--- config.mk ---
export PLATFORM = sky130hd
export DESIGN_NAME = input_buffer_arbiter
export DESIGN_NICKNAME = d
export VERILOG_FILES = /design/src/rtl/input_buffer_arbiter.sv
export SDC_FILE = /design/constraint.sdc
export NUM_CORES = 1
export LEC_CHECK = 0
export ABC_CLOCK_PERIOD_IN_PS = 3500
export CORE_AREA = 2 2 521 523
export DETAILED_ROUTE_END_ITERATION = 8
export DIE_AREA = 0 0 523 525
export SYNTH_ARGS = -nofsm -noshare
export SYNTH_HDL_FRONTEND = slang
export SYNTH_SLANG_ARGS = --single-unit
--- constraint.sdc ---
create_clock -name clk -period 3.5 [get_ports clk]
set_input_delay 0.7 -clock clk [delete_from_list [all_inputs] [get_ports clk]]
set_output_delay 0.7 -clock clk [all_outputs]
set_load 0.005 [all_outputs]
--- src/rtl/input_buffer_arbiter.sv ---
// Round-robin arbiter with frame lock feeding one inputBuffer enqueue port, with credit flow control.
// Optional stall counter output enabled by defining ARB_STALL_CNT_EN.
module input_buffer_arbiter #(
  parameter int unsigned        N                  = 8,
  parameter int unsigned        DATA_WIDTH         = 32,
  parameter int unsigned        NUM_SRC            = 4,
  parameter int unsigned        IB_DEPTH           = 4,
  parameter logic [NUM_SRC-1:0] INITIAL_MASK       = {{(NUM_SRC-1){1'b0}}, 1'b1},
  parameter logic [7:0]         PERSONAL_CONFIG_ID = 8'd0,
  localparam int unsigned       IDW                = $clog2(NUM_SRC),
  localparam int unsigned       CW                 = $clog2(IB_DEPTH) + 1
) (
  input  logic                                          clk,
  input  logic                                          rst_n,
  input  logic                                          tracing,
  input  logic [7:0]                                    configId,
  input  logic [7:0]                                    configData,
  input  logic [NUM_SRC-1:0]                            src_valid,
  input  logic [NUM_SRC-1:0][1:0]                       src_eof,
  input  logic [NUM_SRC-1:0][N-1:0][DATA_WIDTH-1:0]     src_vector,
  output logic [NUM_SRC-1:0]                            src_ready,
  input  logic                                          ib_dequeue,
  output logic                                          enqueue,
  output logic [1:0]                                    eof_out,
  output logic [N-1:0][DATA_WIDTH-1:0]                  vector_out,
  output logic [IDW-1:0]                                src_id_out,
  output logic [CW-1:0]                                 credits,
  output logic                                          credit_err
`ifdef ARB_STALL_CNT_EN
  ,
  output logic [15:0]                                   stall_cnt
`endif
);

  typedef enum logic {IDLE, LOCKED} state_t;

  state_t             state, state_nxt;
  logic [IDW-1:0]     rr_ptr, rr_nxt;
  logic [IDW-1:0]     lock_id, lock_nxt;
  logic [NUM_SRC-1:0] mask;
  logic [NUM_SRC-1:0] req;
  logic [IDW-1:0]     grant_id;
  logic               grant_any;
  logic               xfer;
  logic               cfg_write;
  int unsigned        scan_idx;

  localparam logic [CW-1:0] CRED_MAX = CW'(IB_DEPTH - 1);

  assign req       = src_valid & mask;
  assign cfg_write = !tracing && (configId == PERSONAL_CONFIG_ID);

  generate
    if (NUM_SRC < 8) begin : g_cfg_unused
      logic unused_cfg_bits;
      assign unused_cfg_bits = ^configData[7:NUM_SRC];
    end
  endgenerate

  always_comb begin
    grant_id  = lock_id;
    grant_any = 1'b0;
    scan_idx  = 0;
    src_ready = '0;
    xfer      = 1'b0;
    state_nxt = state;
    rr_nxt    = rr_ptr;
    lock_nxt  = lock_id;

    if (state == LOCKED) begin
      grant_any = 1'b1;
    end else begin
      // Scan starts one past the last frame's winner so it gets lowest priority
      for (int unsigned k = 1; k <= NUM_SRC; k++) begin
        scan_idx = (32'(rr_ptr) + k) % NUM_SRC;
        if (!grant_any && req[IDW'(scan_idx)]) begin
          grant_any = 1'b1;
          grant_id  = IDW'(scan_idx);
        end
      end
    end

    if (tracing && grant_any && mask[grant_id] && (credits != '0))
      src_ready[grant_id] = 1'b1;
    xfer = |(src_valid & src_ready);

    if (!tracing) begin
      state_nxt = IDLE;
    end else if (xfer) begin
      if (src_eof[grant_id] != 2'b00) begin
        state_nxt = IDLE;
        rr_nxt    = grant_id;
      end else begin
        state_nxt = LOCKED;
        lock_nxt  = grant_id;
      end
    end
  end

  always_ff @(posedge clk or negedge rst_n) begin
    if (!rst_n) begin
      state   <= IDLE;
      rr_ptr  <= '0;
      lock_id <= '0;
    end else begin
      state   <= state_nxt;
      rr_ptr  <= rr_nxt;
      lock_id <= lock_nxt;
    end
  end

  always_ff @(posedge clk or negedge rst_n) begin
    if (!rst_n) begin
      mask <= INITIAL_MASK;
    end else if (cfg_write) begin
      mask <= configData[NUM_SRC-1:0];
    end
  end

  always_ff @(posedge clk or negedge rst_n) begin
    if (!rst_n) begin
      enqueue    <= 1'b0;
      eof_out    <= '0;
      vector_out <= '0;
      src_id_out <= '0;
    end else begin
      enqueue <= xfer;
      if (xfer) begin
        eof_out    <= src_eof[grant_id];
        vector_out <= src_vector[grant_id];
        src_id_out <= grant_id;
      end
    end
  end

  always_ff @(posedge clk or negedge rst_n) begin
    if (!rst_n) begin
      credits    <= CRED_MAX;
      credit_err <= 1'b0;
    end else begin
      case ({xfer, ib_dequeue})
        2'b10: credits <= credits - 1'b1;
        2'b01: begin
          if (credits == CRED_MAX) credit_err <= 1'b1;
          else                     credits    <= credits + 1'b1;
        end
        default: ;
      endcase
    end
  end

`ifdef ARB_STALL_CNT_EN
  always_ff @(posedge clk or negedge rst_n) begin
    if (!rst_n) begin
      stall_cnt <= '0;
    end else if (cfg_write) begin
      stall_cnt <= '0;
    end else if (tracing && (|req) && (credits == '0) && (stall_cnt != '1)) begin
      stall_cnt <= stall_cnt + 16'd1;
    end
  end
`endif

endmodule

# == After elaboration in Yosys (flattened, before gate mapping) ==
# Cells that the tools add are included.
# op_classes
add_sub_neg,6
order_cmp,6
eq_ne,5
mux,35
bitwise_logic,3
n_reduce_logical,21
# op_table
op,n
256-bit binary-select mux with 2-bit select,1
256-bit two-way mux,1
1-bit two-way mux,17
"2-bit by 3-bit less-than comparator with 1-bit output, second input constant",5
2-bit two-way mux,6
1-bit binary-select mux with 2-bit select,5
4-bit bitwise AND,2
1-bit logical AND,8
8-bit logical NOT,1
3-bit one-hot mux with 2 select lines,1
3-bit AND reduction,2
"2-bit by 1-bit adder with 2-bit output, second input constant",2
"2-bit adder, second input constant",2
2-bit binary-select mux with 2-bit select,1
1-bit logical NOT,4
4-bit two-way mux,1
2-bit AND reduction,2
2-bit nonzero test,2
4-bit OR reduction,1
"3-bit by 1-bit adder with 3-bit output, second input constant",1
"3-bit by 2-bit == test with 1-bit output, second input constant",1
3-bit two-way mux,1
3-bit nonzero test,1
"3-bit by 1-bit subtractor with 3-bit output, second input constant",1
7 further kinds,7
# totals
regBits,274
input_bits,1056
output_inout_bits,269
wordCells,93

# == Depth between registers and ports, before layout ==
# Gate-level depths: netlist (run 1).
# depth
ltp_word,27
mapped_depth,15
depth_no_buf,12

# == Worst setup path after synthesis (run 1) ==
# OpenSTA, ideal clock, no wires.
# synth_path
kind,input port to flip-flop
startpoint,in src_valid[0]
endpoint,reg credits[2]
setup_ps,126
t_arrival_ps,3353
t_required_ps,3374
setup_slack_ps,21
stages,12
n_path_buf,1
cell_sequence,and2_2 > o21ai_1 > a32o_1 > o32a_1 > o31ai_2 > o31ai_4 > buf_4 > or2_1 > fa_1 > or2_2 > mux2i_1 > mux2i_1
# synth_via
elab_chain_cells,27
word_cells_on_any_way,47
classes_between,order compare (2); eq/ne (3); mux (27); bitwise (2); reduce/logical (13)
# synth_rtl
item,line_no,text
from (decl),18,"input logic [NUM_SRC-1:0] src_valid,"
4-bit bitwise AND,50,assign req = src_valid & mask;
1-bit binary-select mux with 2-bit select,76,if (!grant_any && req[IDW'(scan_idx)]) begin
1-bit two-way mux (not written as such),76,
1-bit two-way mux,76,
1-bit two-way mux,70,if (state == LOCKED) begin
1-bit logical NOT,76,
1-bit logical AND,76,
1-bit two-way mux,76,
[11 not listed],--,
1-bit two-way mux (not written as such) / 1-bit logical AND (equally long branches),"84, 83",
1-bit demux with 2-bit select / 1-bit logical AND (equally long branches),"84, 83",
4-bit two-way mux,83,if (tracing && grant_any && mask[grant_id] && (credits != '0))
4-bit bitwise AND (*),85,xfer = |(src_valid & src_ready);
4-bit OR reduction (*),85,
2-bit by 1-bit == test with 1-bit output / 2-bit == test (equally long branches),141,"case ({xfer, ib_dequeue})"
2-bit != test (no source line) / 2-bit nonzero test (equally long branches),--,
2-bit AND reduction (no source line),--,
to (signal assigned),142,2'b10: credits <= credits - 1'b1;
to (signal assigned),145,else credits <= credits + 1'b1;
to (decl),27,"output logic [CW-1:0] credits,"
# Every way passes the cells marked *; elsewhere a longest branch is shown, timed or not. The select of a mux whose other input is x is not followed.
# A chain may end at the register's enable or synchronous reset.

# == Final worst setup path (run 1) ==
# layout_path
startpoint,reg mask[0]
endpoint,out src_ready[2]
# layout_via
elab_chain_cells,22
word_cells_on_any_way,39
classes_between,order compare (2); mux (26); bitwise (1); reduce/logical (10)
# layout_rtl
item,line_no,text
from (decl),40,logic [NUM_SRC-1:0] mask;
from (signal assigned),116,mask <= configData[NUM_SRC-1:0];
4-bit bitwise AND,50,
1-bit binary-select mux with 2-bit select,76,
1-bit two-way mux (not written as such),76,
1-bit two-way mux,76,
1-bit two-way mux,70,
1-bit logical NOT,76,
1-bit logical AND,76,
1-bit two-way mux,76,
[6 not listed],--,
1-bit logical AND,76,
2-bit two-way mux,76,
2-bit two-way mux,70,
"2-bit by 3-bit less-than comparator with 1-bit output (not written as such), or another cell as far along",84,src_ready[grant_id] = 1'b1;
1-bit logical AND (not written as such) / 1-bit two-way mux (equally long branches),"84, 83",
1-bit two-way mux (not written as such) / 1-bit logical AND (equally long branches),"84, 83",
1-bit demux with 2-bit select / 1-bit logical AND (equally long branches),"84, 83",
4-bit two-way mux (*),83,
to (decl),21,"output logic [NUM_SRC-1:0] src_ready,"
# Marks and branches as above.

==> flow_summary.toml, run 1 <==
[synthesis]
syn_area_um2 = 19000
synthArstFlopShare = 1.00
yosys_warnings = 0
synthCells = 1538
synthTopCellsByArea = "mux2i_1, dfrtp_1, mux2_1"
synth_nets = 2595
synth_ff_type = "dfrtp_1"
synth-edff-count = 0
synth_area_leader_cell = "mux2i_1"
ys_seq_elements = 274
synth_area_per_cell_um2 = 12.4
ys_seq_area_frac = 0.361
synth.distinct_cells = 55
synth_top_area_frac = 0.410

[setup_path]
r2r_cells = 16
required_ps = 2800
crit_fanout = 3
crit_chain = "and2_4, o21ai_2, a32o_2, o32a_1, o32ai_4, nor2_4, buf_6, nor3b_4, buf_2"
arrival_ps = 2820
cpMaxStageDelayCell = "dfstp_2"
start_kind = "flop"
crit_path_end_kind = "output pin"
rrSetupSlack_ps = 130
critPathKind = "flop to output pin"
r2r-end = "vector_out[244]"
worst_r2r_startpoint = "mask[0]"
slowest_delay_ps = 550

[timing]
max_freq_mhz = 284
min_period_ps = 3520
fin_setup_tns_ps = -22.7
hold_viol_final = 0
setup_viol = 1
finalWorstSetupSlack_ps = -22.7
grt_setup_unrepaired = "yes"
skew_ps = 31.5
max_slew.worst_pin.slew_ps = 772
min_period_over_period = 1.01
relSlewSlack = 0.485
hold-worst-slack_ps = 69.5
report.final.slew_viol_count = 0

[power_and_ir_drop]
vdd_ir_drop_max_uv = 339
p_per_area_nw_per_um2 = 533
combPwrFrac = 0.524
clkPwrFrac = 0.220
sw_frac_of_total = 0.378
intPower_mw = 13.2
p_switching_mw = 7.99
seqPwrFrac = 0.256
p_leak_nw = 15.5
total_power_mw = 21.1

[detailed_routing]
wire_per_inst_um = 30.7
drcViolationCount = 0
vias = 20600
drt-vias-per-instance = 3.09
final_antenna_net_count = 0
drt_iter0_drc = 1083
routed_wl_um = 205000
firstDrtPassIters = 5

[global_routing]
grt_pass1_wl_um = 247000
grt_max_degree = 66
grt_pass1_vias = 21000
grt_usage = 0.143
grt.overflow.total = 0
antenna_found_initial = 314

[floorplan]
start_util = 0.0706
rows = 191
fp.dieW_um = 523
coreArea_um2 = 269000
die_height_um = 525
die_area_um2 = 275000
ios = 1325

[finish]
drive_gt1_frac = 0.115
area_growth_pct = 109
final_nets = 4033
multi_input_area_um2 = 11500
seq_area_um2 = 6870
final_cells = 6672
num-fill-cells = 30100

[place]
place_hpwl_um = 186000
place_congestion = 1.01
io_buffers = 1320
place_inst = 6495

[run_status]
status = "finished, violations left"
violations = "negative setup slack"

[clocking]
htree_levels = 2
cts_buffers = 43
clk_path_buf_depth = 3
insertion_delay_ps = 670
cts.clk_slew.worst_paths_ps = 60
clock_sinks = 274
cts_root_buf = "clkbuf_16"
cts_tree = "yes"

[hold_path]
hold_class = "input pin to async pin"

[run]
maxCapViolCount = 0
==> how the worst max path moves through the flow <==
stage | slack (ps) | end | cells past startpoint | start
4_1_cts | -200 | src_ready[2] | 10 | mask[0]
3_3_place_gp | -670 | credits[2] | 13 | src_valid[0]
3_5_place_dp | -630 | vector_out[235] | 12 | src_valid[3]
5_1_grt | -180 | src_ready[2] | 9 | mask[0]
6_report | -20 | src_ready[2] | 9 | mask[0]
2_1_floorplan | 20 | credits[2] | 12 | src_valid[0]
==> repair_timing <==
action | 4_1_cts | 5_1_grt
hold buffers | 0 | 0
setup endpoints to repair | 4 | 189
pin swaps | 8 | 11
buffers inserted | 6 | 1
gates resized for setup | 31 | 20
==> logic make-up (layout without fill, tap and decap cells) <==
family                   after synthesis  after routing  share of synthesized area
multiplexers                        1044           1044                      0.568
flip-flops                           274            274                      0.361
buffers and inverters                127           1598                     0.0383
AND/OR/NAND/NOR                       52             52                     0.0146
AO/OA/AOI/OAI                         39             39                     0.0167
adder cells (fa/ha/maj)                1              1                    0.00105
XOR/XNOR                               1              1                   0.000461
other                                  0             93                          0
==> cell usage in the layout, fill, tap and decap left out, types with 4 or more instances in the layout <==
master	n
clkbuf_1	7
nor2_1	10
a21oi_1	5
buf_4	149
nor3_1	6
nand2_1	10
mux2_1	217
buf_6	5
mux2_2	47
buf_12	39
dfrtp_1	267
diode_2	93
clkbuf_16	44
clkdlybuf4s50_1	1310
dfrtp_2	4
buf_2	4
mux2i_1	778
clkbuf_8	8
o21ai_0	4
clkinv_2	12
inv_1	6
==> synthesized netlist by cell type, drive strengths merged, types with 4 or more instances <==
cell    instances
mux2i         779
dfrtp         271
mux2          264
buf            81
clkbuf         37
nor2           11
nand2          10
inv             7
nor3            7
o21ai           6
a21oi           5
and2            4
o31ai           4
==> final cells by class <==
type	instances	share of cell area
clock buffers	59	0.0312
repair buffers	1511	0.381
diodes	93	0.00586
inverters	9	0.000945
clock inverters	19	0.00492
well taps	3570	0.113
multi-input cells	1137	0.290
flip-flops and latches	274	0.173
==> registers in the layout, indices dropped and copies added (netlist names) <==
register    flops
rr_ptr          2
eof_out         2
credits         3
vector_out    256
src_id_out      2
credit_err      1
enqueue         1
mask            4
lock_id         2
state           1
==> worst max-delay path, delay by kind of cell (launching register included) <==
| family | cells | cell delay, ps |
|---|---|---|
| AOI/OAI and AO/OA | 4 | 950 |
| DFF | 1 | 550 |
| buffers and inverters | 2 | 280 |
| and+or+nand+nor | 3 | 390 |
==> power groups by stage <==
stage | Combinational, mW | Sequential (mW) | Clock (mW)
final | 11.1 | 5.41 | 4.65
after detailed placement | 11.3 | 5.46 | 0
after CTS | 11.4 | 5.42 | 4.93
after global placement | 11.2 | 5.40 | 0
after floorplan | 3.66 | 5.35 | 0
after global routing | 11.7 | 5.58 | 4.98
==> layer usage <==
layer	share of wire	up-vias	global-route usage
met5	0.0059	-	0
met4	0.037	184	0.0546
met3	0.16	498	0.0985
met2	0.45	1374	0.227
met1	0.35	9816	0.146
li1	-	8769	-
==> stage by stage <==
stage | area (um^2) | utilization | setup WS [ps]
final | 39700 | 0.147 | -22.7
after global routing | 39600 | 0.147 | -176
after CTS | 39400 | 0.146 | -197
after detailed placement | 37900 | 0.141 | -625
after global placement | 37900 | 0.141 | -666
after floorplan | 19000 | - | 20.8
Power figures use the tool's default switching activity.
==> run 2, diff against run 1 <==
Settings changed: ABC_CLOCK_PERIOD_IN_PS 3500 to 4100, CORE_AREA 2 2 521 523 to 2 2 509 511, DIE_AREA 0 0 523 525 to 0 0 511 513.
Clock period 3.5 ns to 4.1 ns, I/O delays scaled along.
==> run 2 against run 1 <==
Against the previous run:
- the run now ends clean
- worst setup slack better by 190 ps
- via count decreased by 2.5%
- clock skew increased by 7.9 ps
- sequential share of layout area up 0.28 points
- first-iteration DRC count is 3.9% lower
- largest cell class unchanged
- largest power group unchanged
==> flow_summary.toml, run 2 (synthesized netlist as in run 1, its figures left out) <==
[run_status]
status = "complete, no violations"

[timing]
min_period_over_period = 0.959
skew_ps = 39.3
grt_setup_unrepaired = "no"
max_slew.worst_pin.slew_ps = 855
max_freq_mhz = 254
fin_setup_tns_ps = 0
report.final.slew_viol_count = 0
min_period_ps = 3930
relSlewSlack = 0.428
setup_viol = 0
hold_viol_final = 0
finalWorstSetupSlack_ps = 168

[setup_path]
crit_chain = "and2_4, o21ai_1, a32o_2, o32a_1, o32ai_2, buf_4, nor2_4, buf_4, and4_1, dlygate4sd2_1"
required_ps = 3280
critPathKind = "flop to output pin"
cpMaxStageDelayCell = "dfstp_2"
crit_family = "compound AO/OA/AOI/OAI gates"
slowest_delay_ps = 560
r2r-end = "vector_out[237]"
worst_r2r_startpoint = "rr_ptr[1]"
critPathBufInv = 3
cpMostUsedCell = "buf_4"
rrSetupSlack_ps = 680
r2r_cells = 10
crit_fanout = 4
arrival_ps = 3110
start_kind = "flop"
crit_path_end_kind = "output pin"

[detailed_routing]
drt_iter0_drc = 1041
met3RoutedLength_um = 34200
dr_wl_met2_um = 90300
firstDrtPassIters = 5
final_antenna_net_count = 0
vias = 20100
drt-vias-per-instance = 3.13
wire_per_inst_um = 31.3
drcViolationCount = 0
met1_length_um = 66400
routed_wl_um = 201000
highest_layer = "met5"

[floorplan]
die_area_um2 = 262000
rows = 186
ios = 1325
die_height_um = 513
start_util = 0.0742
fp.dieW_um = 511
coreArea_um2 = 256000

[finish]
final_nets = 3984
num-fill-cells = 28600
seq_area_um2 = 6860
final_cell_area_um2 = 39100
area_growth_pct = 106
final_cells = 6435
largest_register_ffs = 256
layout_commonest_cell = "clkdlybuf4s50_1"
multi_input_area_um2 = 11500
mostFrequentLayoutCells = "clkdlybuf4s50_1, mux2i_1, dfrtp_1"
largest-register = "vector_out"
drive_gt1_frac = 0.0978
top_regs = "vector_out (256), mask (4), credits (3)"

[power_and_ir_drop]
seqPwrFrac = 0.248
vdd_ir_drop_max_uv = 324
p_leak_nw = 15.2
intPower_mw = 11.5
sw_frac_of_total = 0.382
total_power_mw = 18.7
p_switching_mw = 7.13
p_per_area_nw_per_um2 = 478
clkPwrFrac = 0.241
combPwrFrac = 0.511

[clocking]
insertion_delay_ps = 680
cts_buffers = 47
cts_tree = "yes"
clk_path_buf_depth = 3
hold_buffers = 0
clock_sinks = 274
cts.clk_slew.worst_paths_ps = 60
htree_levels = 2
cts_root_buf = "clkbuf_16"

[global_routing]
grt_usage = 0.148
antenna_found_initial = 288
grt_pass1_vias = 20800
grt_pass1_wl_um = 247000
grt.overflow.total = 0
grt_max_degree = 72

[place]
place_inst = 6260
place_worst_setup_slack_ps = -528
dpl_cell_area_um2 = 37100
io_buffers = 1320
place_hpwl_um = 181000
place_congestion = 0.958

[hold_path]
hold_class = "input pin to async pin"

[run]
maxCapViolCount = 0
run 2: cell count changes in the layout (fill, tap and decap cells not counted), sizes merged:
cell / change
buf: -59
dlygate4sd2: +8
diode: -6
bufinv: +5
clkinvlp: +3
dlymetal6s2s: -3
clkdlybuf4s50: +1
run 2: what timing repair did:
action,4_1_cts,5_1_grt
gates resized for setup,21,1
pin swaps,4,0
endpoints found under the setup margin,4,1
gates cloned,0,0
setup buffers,3,0
run 2: power by group through the flow:
| stage | Sequential (mW) | Clock [mW] | Combinational (mW) |
|---|---|---|---|
| detailed placement | 4.67 | 0 | 9.82 |
| finish | 4.63 | 4.50 | 9.53 |
| floorplan | 4.57 | 0 | 3.12 |
| CTS | 4.64 | 4.74 | 9.88 |
| global route | 4.79 | 4.79 | 10.1 |
| global placement | 4.64 | 0 | 9.80 |
run 2: layer usage:
metal,vias up,track usage
met5,-,0
met4,196,0.0557
met3,500,0.111
met2,1328,0.240
met1,9439,0.143
li1,8667,-
run 2: per-stage QoR:
step,hold WS [ps],util
floorplan,451,-
global placement,467,0.145
detailed placement,474,0.145
CTS,86.9,0.152
global route,130,0.152
finish,135,0.152
run 2: worst max-delay path by stage:
stage / start / end / slack [ps] / depth (start not counted)
after floorplan: src_valid[0] / credits[2] / 500 / 12
after global placement: src_valid[3] / src_ready[3] / -600 / 11
after detailed placement: src_valid[3] / src_ready[3] / -530 / 11
after CTS: mask[0] / src_ready[1] / 70 / 10
after global routing: mask[0] / src_ready[1] / 10 / 10
final: mask[0] / src_ready[1] / 170 / 10
run 2: worst register-to-register path, stage by stage, from the launching register on:
cell and delay (ps):
dfrtp_1 520, a32o_1 340, a311oi_2 410, o21ai_0 170
a221oi_1 350, o31ai_2 170, o31ai_4 90, buf_4 210
buf_12 160, buf_4 470, mux2_1 400
run 2: final cells by class:
type | instances | area share
diodes | 87 | 0.00557
clock buffers | 59 | 0.0328
clock inverters | 27 | 0.00980
inverters | 9 | 0.000929
multi-input cells | 1137 | 0.294
flip-flops and latches | 274 | 0.176
well taps | 3384 | 0.108
repair buffers | 1458 | 0.373
